--- config.mk ---
export PLATFORM = sky130hd
export DESIGN_NAME = uart_tx_arbiter_flat
export DESIGN_NICKNAME = d
export VERILOG_FILES = /design/src/rtl/uart_pkg.sv /design/src/rtl/uart_tx_arbiter_if.sv /design/src/rtl/uart_tx_arbiter_rr_pick.sv /design/src/rtl/uart_tx_arbiter.sv /design/src/flat_wrapper.sv
export SDC_FILE = /design/constraint.sdc
export NUM_CORES = 1
export LEC_CHECK = 0
export BUFFER_PORTS_ARGS = -buffer_cell sky130_fd_sc_hd__clkbuf_2
export CELL_PAD_IN_SITES_DETAIL_PLACEMENT = 0
export CELL_PAD_IN_SITES_GLOBAL_PLACEMENT = 1
export CORE_AREA = 2 2 79 81
export DETAILED_ROUTE_END_ITERATION = 6
export DIE_AREA = 0 0 81 83
export PLACE_DENSITY = 0.9
export SETUP_SLACK_MARGIN = 0.05
export SYNTH_ARGS = -nofsm -noshare
export SYNTH_HDL_FRONTEND = slang
export SYNTH_HIERARCHICAL = 1
export SYNTH_SLANG_ARGS = --single-unit
--- constraint.sdc ---
create_clock -name clk -period 3.4 [get_ports clk]
set_clock_uncertainty 0.2 [all_clocks]
set_input_delay 0.17 -clock clk [delete_from_list [all_inputs] [get_ports clk]]
set_output_delay 0.17 -clock clk [all_outputs]
set_load 0.03 [all_outputs]
--- src/rtl/uart_pkg.sv ---
// Shared definitions for the UART transmit arbiter: FSM encoding, byte width and a
// constant-friendly ceiling-log2 helper.
package uart_pkg;

    localparam int UART_BYTE_W = 8;

    typedef enum logic [2:0] {
        IDLE      = 3'd0,
        START     = 3'd1,
        WAIT_BUSY = 3'd2,
        WAIT_DONE = 3'd3,
        HOLD      = 3'd4
    } state_t;

    function automatic int clog2(input int value);
        int result;
        int v;
        result = 0;
        v      = value - 1;
        while (v > 0) begin
            result = result + 1;
            v      = v >> 1;
        end
        return result;
    endfunction

endpackage

--- src/rtl/uart_tx_arbiter_if.sv ---
// Bundle between byte-stream requesters, the arbiter and the UartTx serializer.
interface uart_tx_arbiter_if
    import uart_pkg::*;
#(
    parameter int NUM_REQ = 4,
    parameter int ID_W    = 2
);

    // Requester i hands over a byte when req_valid[i] and req_ready[i] are both high on a
    // rising clock edge; valid/data/last must stay stable until that cycle, and ready is
    // never raised for a requester that does not currently present valid.
    logic [NUM_REQ-1:0]             req_valid;
    logic [UART_BYTE_W*NUM_REQ-1:0] req_data;
    logic [NUM_REQ-1:0]             req_last;
    logic [NUM_REQ-1:0]             req_ready;
    logic [UART_BYTE_W-1:0]         tx_data;
    logic                           tx_start;
    logic                           tx_busy;
    logic                           grant_valid;
    logic [ID_W-1:0]                grant_id;

    modport master (
        input  req_valid, req_data, req_last, tx_busy,
        output req_ready, tx_data, tx_start, grant_valid, grant_id
    );

    modport slave (
        output req_valid, req_data, req_last, tx_busy,
        input  req_ready, tx_data, tx_start, grant_valid, grant_id
    );

endinterface

--- src/rtl/uart_tx_arbiter_rr_pick.sv ---
// Combinational round-robin picker: first set request at ptr+1, ptr+2, ... modulo NUM_REQ.
module rr_pick #(
    parameter int NUM_REQ = 4,
    parameter int ID_W    = 2
) (
    input  logic [NUM_REQ-1:0] req,
    input  logic [ID_W-1:0]    ptr,
    output logic               found,
    output logic [ID_W-1:0]    index
);

    logic [ID_W-1:0] cand;

    always_comb begin
        found = 1'b0;
        index = '0;
        cand  = '0;
        // ptr itself is searched last, so the previous winner yields to everyone else
        for (int k = 1; k <= NUM_REQ; k++) begin
            cand = ID_W'((int'(ptr) + k) % NUM_REQ);
            if (!found && req[cand]) begin
                found = 1'b1;
                index = cand;
            end
        end
    end

endmodule

--- src/rtl/uart_tx_arbiter.sv ---
// Shares one UartTx between NUM_REQ byte-stream requesters with per-packet round-robin
// grants; an owner keeps the transmitter until its last byte or until it stays silent too long.
module uart_tx_arbiter
    import uart_pkg::*;
#(
    parameter int NUM_REQ      = 4,
    parameter int LOCK_TIMEOUT = 50000,
    parameter int ID_W         = 2
) (
    input  logic              clk,
    input  logic              rst_n,
    uart_tx_arbiter_if.master bus,
    output state_t            fsm_state
);

    localparam int TMR_W = (clog2(LOCK_TIMEOUT + 1) < 1) ? 1 : clog2(LOCK_TIMEOUT + 1);

    state_t                 state;
    state_t                 state_nxt;
    logic [ID_W-1:0]        rr_ptr;
    logic                   pick_found;
    logic [ID_W-1:0]        pick_idx;
    logic                   accept;
    logic [ID_W-1:0]        accept_id;
    logic                   release_grant;
    logic                   timer_clr;
    logic                   timer_inc;
    logic                   hold_valid;
    logic [UART_BYTE_W-1:0] sel_data;
    logic                   sel_last;
    logic [NUM_REQ-1:0]     ready_vec;
    logic [UART_BYTE_W-1:0] tx_data_q;
    logic                   last_q;
    logic                   grant_valid_q;
    logic [ID_W-1:0]        grant_id_q;
    logic [TMR_W-1:0]       timer;

    rr_pick #(
        .NUM_REQ (NUM_REQ),
        .ID_W    (ID_W)
    ) u_rr_pick (
        .req   (bus.req_valid),
        .ptr   (rr_ptr),
        .found (pick_found),
        .index (pick_idx)
    );

    always_comb begin
        hold_valid = 1'b0;
        for (int i = 0; i < NUM_REQ; i++) begin
            if (ID_W'(i) == grant_id_q) hold_valid = bus.req_valid[i];
        end
    end

    always_comb begin
        state_nxt     = state;
        accept        = 1'b0;
        accept_id     = grant_id_q;
        release_grant = 1'b0;
        timer_clr     = 1'b0;
        timer_inc     = 1'b0;
        case (state)
            IDLE: begin
                // an orphan byte still shifting out after reset blocks new grants
                if (!bus.tx_busy && pick_found) begin
                    accept    = 1'b1;
                    accept_id = pick_idx;
                    state_nxt = START;
                end
            end
            START:     state_nxt = WAIT_BUSY;
            WAIT_BUSY: if (bus.tx_busy) state_nxt = WAIT_DONE;
            WAIT_DONE: begin
                if (!bus.tx_busy) begin
                    if (last_q) begin
                        release_grant = 1'b1;
                        state_nxt     = IDLE;
                    end else begin
                        timer_clr = 1'b1;
                        state_nxt = HOLD;
                    end
                end
            end
            HOLD: begin
                if (hold_valid) begin
                    accept    = 1'b1;
                    state_nxt = START;
                end else begin
                    timer_inc = 1'b1;
                    if (LOCK_TIMEOUT != 0 && timer == TMR_W'(LOCK_TIMEOUT - 1)) begin
                        release_grant = 1'b1;
                        state_nxt     = IDLE;
                    end
                end
            end
            default: state_nxt = IDLE;
        endcase
    end

    always_comb begin
        sel_data  = '0;
        sel_last  = 1'b0;
        ready_vec = '0;
        for (int i = 0; i < NUM_REQ; i++) begin
            if (ID_W'(i) == accept_id) begin
                sel_data     = bus.req_data[i*UART_BYTE_W +: UART_BYTE_W];
                sel_last     = bus.req_last[i];
                ready_vec[i] = accept;
            end
        end
    end

    always_ff @(posedge clk or negedge rst_n) begin
        if (!rst_n) begin
            state         <= IDLE;
            rr_ptr        <= ID_W'(NUM_REQ - 1);
            tx_data_q     <= '0;
            last_q        <= 1'b0;
            grant_valid_q <= 1'b0;
            grant_id_q    <= '0;
        end else begin
            state <= state_nxt;
            if (accept) begin
                tx_data_q     <= sel_data;
                last_q        <= sel_last;
                grant_valid_q <= 1'b1;
                grant_id_q    <= accept_id;
                rr_ptr        <= accept_id;
            end else if (release_grant) begin
                grant_valid_q <= 1'b0;
            end
        end
    end

    // Saturating so a never-release configuration cannot wrap back into a stale compare
    always_ff @(posedge clk or negedge rst_n) begin
        if (!rst_n) begin
            timer <= '0;
        end else if (accept || timer_clr) begin
            timer <= '0;
        end else if (timer_inc && timer != {TMR_W{1'b1}}) begin
            timer <= timer + TMR_W'(1);
        end
    end

    assign bus.req_ready   = ready_vec;
    assign bus.tx_start    = (state == START);
    assign bus.tx_data     = tx_data_q;
    assign bus.grant_valid = grant_valid_q;
    assign bus.grant_id    = grant_id_q;
    assign fsm_state       = state;

endmodule
--- src/flat_wrapper.sv ---
// flat-port wrapper written by rule: the top's interface ports become plain ports
module uart_tx_arbiter_flat import uart_pkg::*;
#(
    parameter int NUM_REQ      = 4,
    parameter int LOCK_TIMEOUT = 50000,
    parameter int ID_W         = 2
)
  (clk, rst_n, fsm_state, bus_req_valid, bus_req_data, bus_req_last, bus_tx_busy, bus_req_ready, bus_tx_data, bus_tx_start, bus_grant_valid, bus_grant_id);
  uart_tx_arbiter_if #(.NUM_REQ(NUM_REQ), .ID_W(ID_W)) bus_i ();
  input  logic clk;
  input  logic rst_n;
  output state_t fsm_state;
  input wire logic [$bits(bus_i.req_valid)-1:0] bus_req_valid;
  input wire logic [$bits(bus_i.req_data)-1:0] bus_req_data;
  input wire logic [$bits(bus_i.req_last)-1:0] bus_req_last;
  input wire logic [$bits(bus_i.tx_busy)-1:0] bus_tx_busy;
  output wire logic [$bits(bus_i.req_ready)-1:0] bus_req_ready;
  output wire logic [$bits(bus_i.tx_data)-1:0] bus_tx_data;
  output wire logic [$bits(bus_i.tx_start)-1:0] bus_tx_start;
  output wire logic [$bits(bus_i.grant_valid)-1:0] bus_grant_valid;
  output wire logic [$bits(bus_i.grant_id)-1:0] bus_grant_id;
  assign bus_i.req_valid = bus_req_valid;
  assign bus_i.req_data = bus_req_data;
  assign bus_i.req_last = bus_req_last;
  assign bus_i.tx_busy = bus_tx_busy;
  assign bus_req_ready = bus_i.req_ready;
  assign bus_tx_data = bus_i.tx_data;
  assign bus_tx_start = bus_i.tx_start;
  assign bus_grant_valid = bus_i.grant_valid;
  assign bus_grant_id = bus_i.grant_id;
  uart_tx_arbiter #(.NUM_REQ(NUM_REQ), .LOCK_TIMEOUT(LOCK_TIMEOUT), .ID_W(ID_W)) u_core (.clk(clk), .rst_n(rst_n), .bus(bus_i), .fsm_state(fsm_state));
endmodule
==> metrics.txt, run 1 <==
port bufs 61; crit-path max FO 7; Clk Latency, worst-skew pair 0.29 ns; # rows 28; global-route wire length before repair 9600 µm; routed wire length 5940 µm; # IOs 62; Worst path slowest cell dfstp_2; CTS tree yes; Area contributors post-synth dfrtp_1, mux2i_1, nand2_1; Total Routing Usage GR 0.180; sequential share of the synthesized area 0.381; status completed; crit-path max cell delay 0.60 ns; Post-DP Area 2580 µm²; synth unique cells 47; startpoint types flip-flop; mapped cell area 2170 µm²; met2 wire len 2650 µm; Critical Path AT 2.44 ns; Final min period 2.81 ns; Pleak 1.23 nW; P&R area growth vs syn 23.2%; top layer in use met4; endpoints failing setup 0; core area 5820 µm²; Overflow after GRT 0; Setup Total Neg Slack 0 ns; Slew HR 0.435; vias in the first global route 2054; Final Hold Vio Count 0; Residual DRC 0; Synth Instances 252; Placer Congestion 0.852; layout cell share with drive strength beyond 1 0.259; vias 2205; Via density 5.58; 1st-iter DRT viols 167; unrepaired setup endpoints after global routing false; CP required 3.03 ns; routed metal-1 wirelength 2780 µm; die area 6720 µm²; Synth top area share 0.357; Die H 83 µm; crit path cell chain mux2i_1 > o221ai_2 > and3_1 > nor2_1 > inv_1 > nor2_1 > clkbuf_2; Max VDD drop 0.317 mV; CTS Buf Count 5; Root Driver clkbuf_8; largest net degree at the start of global routing 34; HP Class in -> reg; synthesized net count 296; met3 routed WL 416 µm; Initial Util 0.374; fin crit share 0.828; Worst setup EP type primary output; H-tree levels 2; ys flop type dfrtp_1; worst hold slack 0.0347 ns; WS Path Type reg -> out; count of state elements after synthesis 33; PwrDens 693 nW/µm²; Worst-path clk slew 0.07 ns; fraction of registers with async set or reset after synthesis 1.00; mean post-synth cell area 8.62 µm²; Max Cap Viol 0; Slew Viols, Final 0; drt first pass iters 4; Total Power 1.86 mW; dominant cell type by area after synthesis dfrtp_1; drt wl/cell 15.0 µm; FILL cells 587; antenna-violating nets left 0; CP dominant cell by count nor2_1; fin area 2680 µm²; Die X-Extent 81 µm; Post-synth EDFFs 0; Syn. warnings 6; fin nets 363; post_cts resized 0; ant diodes 0; post-detail-place hpwl 4400 µm; Max clock buf depth 2; worst slew pin tran 0.839 ns; CTS sink count 33; Max Clock Freq 355 MHz; initial antenna violation count 0
-- cells by family after synthesis --
kind of cell,share of synthesized area
AOI/OAI and AO/OA,0.201
adders and majority gates,0.00576
muxes,0.0794
DFF,0.381
xor gates and xnor gates,0.0242
buffers and inverters,0.0259
and+or+nand+nor,0.283
-- routing by layer --
metal	up-vias	GRT usage
li1	1075	-
met1	1041	0.261
met2	82	0.261
met3	7	0.0391
met4	0	0.0663
met5	-	0
-- worst paths after layout --
check	start	to	slack, ns	depth (start not counted)
setup / recovery	u_core/rr_ptr[1]	bus_req_ready[0]	0.59	7
hold / removal	bus_req_data[29]	u_core/bus.tx_data[5]	0.03	3
setup reg to reg	u_core/fsm_state[2]	u_core/timer[8]	0.87	5
hold reg to reg	u_core/bus.tx_data[4]	u_core/bus.tx_data[4]	0.30	2
max in group asynchronous	rst_n	u_core/timer[5]	2.16	2
min in group asynchronous	rst_n	u_core/fsm_state[0]	0.32	2
-- sequential cells by signal, summed over array words and instances (netlist names) --
register	cells
u_core/bus.grant_valid	1
u_core/fsm_state	3
u_core/bus.grant_id	2
u_core/bus.tx_data	8
u_core/last_q	1
u_core/timer	16
u_core/rr_ptr	2
-- Yosys cell counts, types with 4 or more instances --
library cell,count
inv_1,4
nand2b_1,8
nand4_1,5
and3_1,5
a211oi_1,5
xnor2_1,6
clkbuf_1,8
nor2_1,29
o21ai_0,13
dfrtp_1,31
mux2i_1,15
nor4_1,5
a21o_1,6
a21oi_1,9
a221oi_1,5
a31oi_1,6
nand2_1,29
nand3_1,12
-- area by class of cell --
class | count | area, µm² | share of cell area
Clock buffer | 7 | 76.3 | 0.0285
Clock inverter | 1 | 5.00 | 0.00187
Inverter | 4 | 15.0 | 0.00561
Multi-Input combinational cell | 206 | 1290 | 0.481
Sequential cell | 33 | 828 | 0.309
Tap cell | 75 | 93.8 | 0.0350
Timing Repair Buffer | 69 | 370 | 0.138
-- critical path: cells and delay by family (launching register included) --
family	cells	cell delay, ns
buf+inv	2	0.39
mux	1	0.26
flops	1	0.60
simple gates	3	0.69
compound gates	1	0.22
-- placed cells by master, fill, tap and decap left out, drive strengths merged, types with 5 or more instances in the layout --
cell type,Yosys,final
nand2b,8,8
a221oi,5,5
o21ai,15,15
nand3,12,12
a31oi,6,6
nor2,29,29
mux2i,15,15
buf,1,6
dfrtp,31,31
nor4,5,5
xnor2,6,6
a21o,6,6
a21oi,11,11
nand2,29,29
clkbuf,8,68
nand4,5,5
a211oi,5,5
and3,5,5
-- stage by stage --
step            util  cells  setup slack (ns)
3_3_place_gp   0.443    385             0.944
4_1_cts        0.460    395             0.631
2_1_floorplan      -    252             0.629
3_5_place_dp   0.443    385             0.902
5_1_grt        0.460    395             0.436
6_report       0.460    395             0.586
-- power breakdown --
part,leakage [nW],total (mW),internal (mW),switching (mW)
clock network,0.0422,0.287,0.144,0.144
registers,0.421,0.608,0.507,0.100
logic,0.765,0.961,0.349,0.613
total,1.23,1.86,1.00,0.857
-- timing repair --
action,CTS,global route
hold buffers,2,0
endpoints found under the hold margin,33,0
setup buffers,0,0
No activity file was read; power rests on OpenSTA's default activity.
==> inputs of run 2 (changes only) <==
CORE_AREA = 2 2 83 85   (was 2 2 79 81)
DIE_AREA = 0 0 85 87   (was 0 0 81 83)
PLACE_DENSITY = 0.86   (was 0.9)
clock period = 2.5 ns   (was 3.4 ns; I/O delays follow)
==> run 2 against run 1 <==
  * The flow now finishes with violations (negative hold slack, negative setup slack)
  * Critical path type unchanged
  * Setup slack got worse by 0.59 ns
  * Die area rose by 10%
  * Combinational power rose by 76%
  * Final cell count rose by 11%
  * Count of clock-buffer cells in the layout rose by 1
  * Highest routed layer unchanged
  * Total power rose by 59%
  * Non-clock buffer count rose by 37
  * First-iteration DRC count rose by 17%
  * Register-to-register slack got worse by 0.82 ns
  * Core utilization rose by 2.0 points
  * Via count rose by 7.5%
  * Clock power rose by 47%
==> metrics.txt, run 2 (synthesis gave the netlist of run 1 again) <==
status complete, but fails checks (was completed); routed wire length 6670 µm (was 5940 µm); Max Clock Freq 399 MHz; min-delay src bus_req_data[16] (was bus_req_data[29]); Most flops, register u_core/timer (unchanged); post-route setup slack -0.00634 ns (was 0.586 ns); Via density 5.43 (was 5.58); Setup crit start u_core/rr_ptr[1] (unchanged); Pleak 1.44 nW (was 1.23 nW); pre-CTS WS 0.111 ns (was 0.902 ns); 1st-iter DRT viols 196 (was 167); fin crit share 1.00; fin nets 400 (was 363); die area 7400 µm² (was 6720 µm²); initial antenna violation count 0 (unchanged); Residual DRC 0 (unchanged); Seq pwr share 0.283 (was 0.327); Worst-path clk slew 0.07 ns (about the same); Max Cap Viol 0 (unchanged); largest net degree at the start of global routing 34 (unchanged); core area 6570 µm² (was 5820 µm²); global-route wire length before repair 10800 µm (was 9600 µm); Slew HR 0.428 (was 0.435); Initial Util 0.331 (was 0.374); endpoints failing setup 1 (was 0); Final Hold Vio Count 1 (was 0); post-detail-place hpwl 4590 µm (was 4400 µm); CP required 2.17 ns (was 3.03 ns); H-tree levels 2 (unchanged); HP Class in -> reg (unchanged); worst hold slack -0.000154 ns (was 0.0347 ns); Critical Path AT 2.18 ns (was 2.44 ns); worst r2r src u_core/rr_ptr[1] (was u_core/fsm_state[2]); Die H 87 µm (was 83 µm); Max clock buf depth 2 (unchanged); failing checks negative hold slack, negative setup slack; vias in the first global route 2355 (was 2054); Comb pwr share 0.574 (was 0.518); unrepaired setup endpoints after global routing true (was false); Int Power 1.65 mW (was 1.00 mW); ant diodes 0 (unchanged); PwrDens 934 nW/µm² (was 693 nW/µm²); Max VDD drop 0.527 mV (was 0.317 mV); worst slew pin tran 0.858 ns (was 0.839 ns); Total Routing Usage GR 0.179 (was 0.180); port bufs 61 (unchanged); Slew Viols, Final 0 (unchanged); antenna-violating nets left 0 (unchanged); P&R area growth vs syn 45.1% (was 23.2%); Worst setup EP type primary output (unchanged); Root Driver clkbuf_8 (unchanged); Final min period 2.51 ns; clock group share of total power 0.143 (was 0.155); layout cell share with drive strength beyond 1 0.370 (was 0.259); Clk Latency, worst-skew pair 0.28 ns (was 0.29 ns); Largest register FFs 16 (unchanged); crit-path max FO 7 (unchanged); Placer Congestion 0.869 (was 0.852); CTS Buf Count 5 (unchanged); startpoint types flip-flop (unchanged); drt wl/cell 15.3 µm (was 15.0 µm); most common cell after layout, fill and taps aside clkbuf_2 (unchanged); # IOs 62 (unchanged); CTS sink count 33 (unchanged); drt first pass iters 4 (unchanged); # rows 30 (was 28); Sw Share 0.441 (was 0.462); Overflow after GRT 0 (unchanged); vias 2371 (was 2205); Die X-Extent 85 µm (was 81 µm); most frequent cells in the layout clkbuf_2, buf_4, nand2_1, dfrtp_1, nor2_1 (was clkbuf_2, dfrtp_1, nor2_1, nand2_1, mux2i_1); CTS tree yes (unchanged); Net Sw Power 1.30 mW (was 0.857 mW); WS Path Type reg -> out (unchanged)
[run 2: what timing repair did]
item | in CTS | in global routing
setup buffers | 8 | 9
setup endpoints to repair | 4 | 8
pin swaps | 6 | 7
hold buffers | 11 | 0
gates resized for setup | 17 | 27
endpoints found under the hold margin | 39 | 0
[run 2: path summary, 6_finish.rpt]
path	end	slack (ns)	cells past startpoint
min in group asynchronous	u_core/timer[2]	0.27	2
max	bus_req_ready[2]	-0.006	7
max reg2reg	u_core/bus.tx_data[6]	0.05	10
min	u_core/bus.tx_data[0]	-0.0002	3
min reg2reg	u_core/bus.tx_data[3]	0.28	2
max in group asynchronous	u_core/fsm_state[0]	1.22	2
[run 2: power by group through the flow]
stage / Combinational (mW) / Sequential, mW / Clock, mW
2_1_floorplan: 0.734 / 1.02 / 0
3_5_place_dp: 1.39 / 0.820 / 0
6_report: 1.69 / 0.832 / 0.422
3_3_place_gp: 1.38 / 0.814 / 0
5_1_grt: 1.83 / 0.853 / 0.452
4_1_cts: 1.54 / 0.822 / 0.433
[run 2: cell type report]
type                            instances  area (µm²)
Tap cell                               80         100
Clock buffer                            8        90.1
Sequential cell                        33         832
Fill cell                             608        3420
Multi-Input combinational cell        206        1410
Inverter                                4        15.0
Timing Repair Buffer                  106         709
[run 2: layer usage]
layer / part of all wire / track usage / vias up
li1: - / - / 1148
met1: 0.42 / 0.233 / 1123
met2: 0.50 / 0.299 / 85
met3: 0.063 / 0.0313 / 15
met4: 0.022 / 0.0664 / 0
met5: 0 / 0 / -
[run 2: through the flow]
stage	utilization	total power, mW	cell area [µm²]	setup TNS (ns)	std cells
detailed placement	0.407	2.21	2670	0	401
CTS	0.457	2.79	3000	0	428
floorplan	-	1.75	2180	-0.185	252
finish	0.480	2.94	3150	-0.00634	437
global route	0.480	3.13	3150	-0.218	437
global placement	0.407	2.19	2670	0	401
[run 2: critical path, stage by stage, from the launching register on]
cell      delay (ns)
dfstp_2         0.59
mux2i_1         0.24
o221ai_2        0.18
buf_4           0.18
nor4b_4         0.31
nor2_1          0.09
nor2_1          0.13
clkbuf_8        0.18
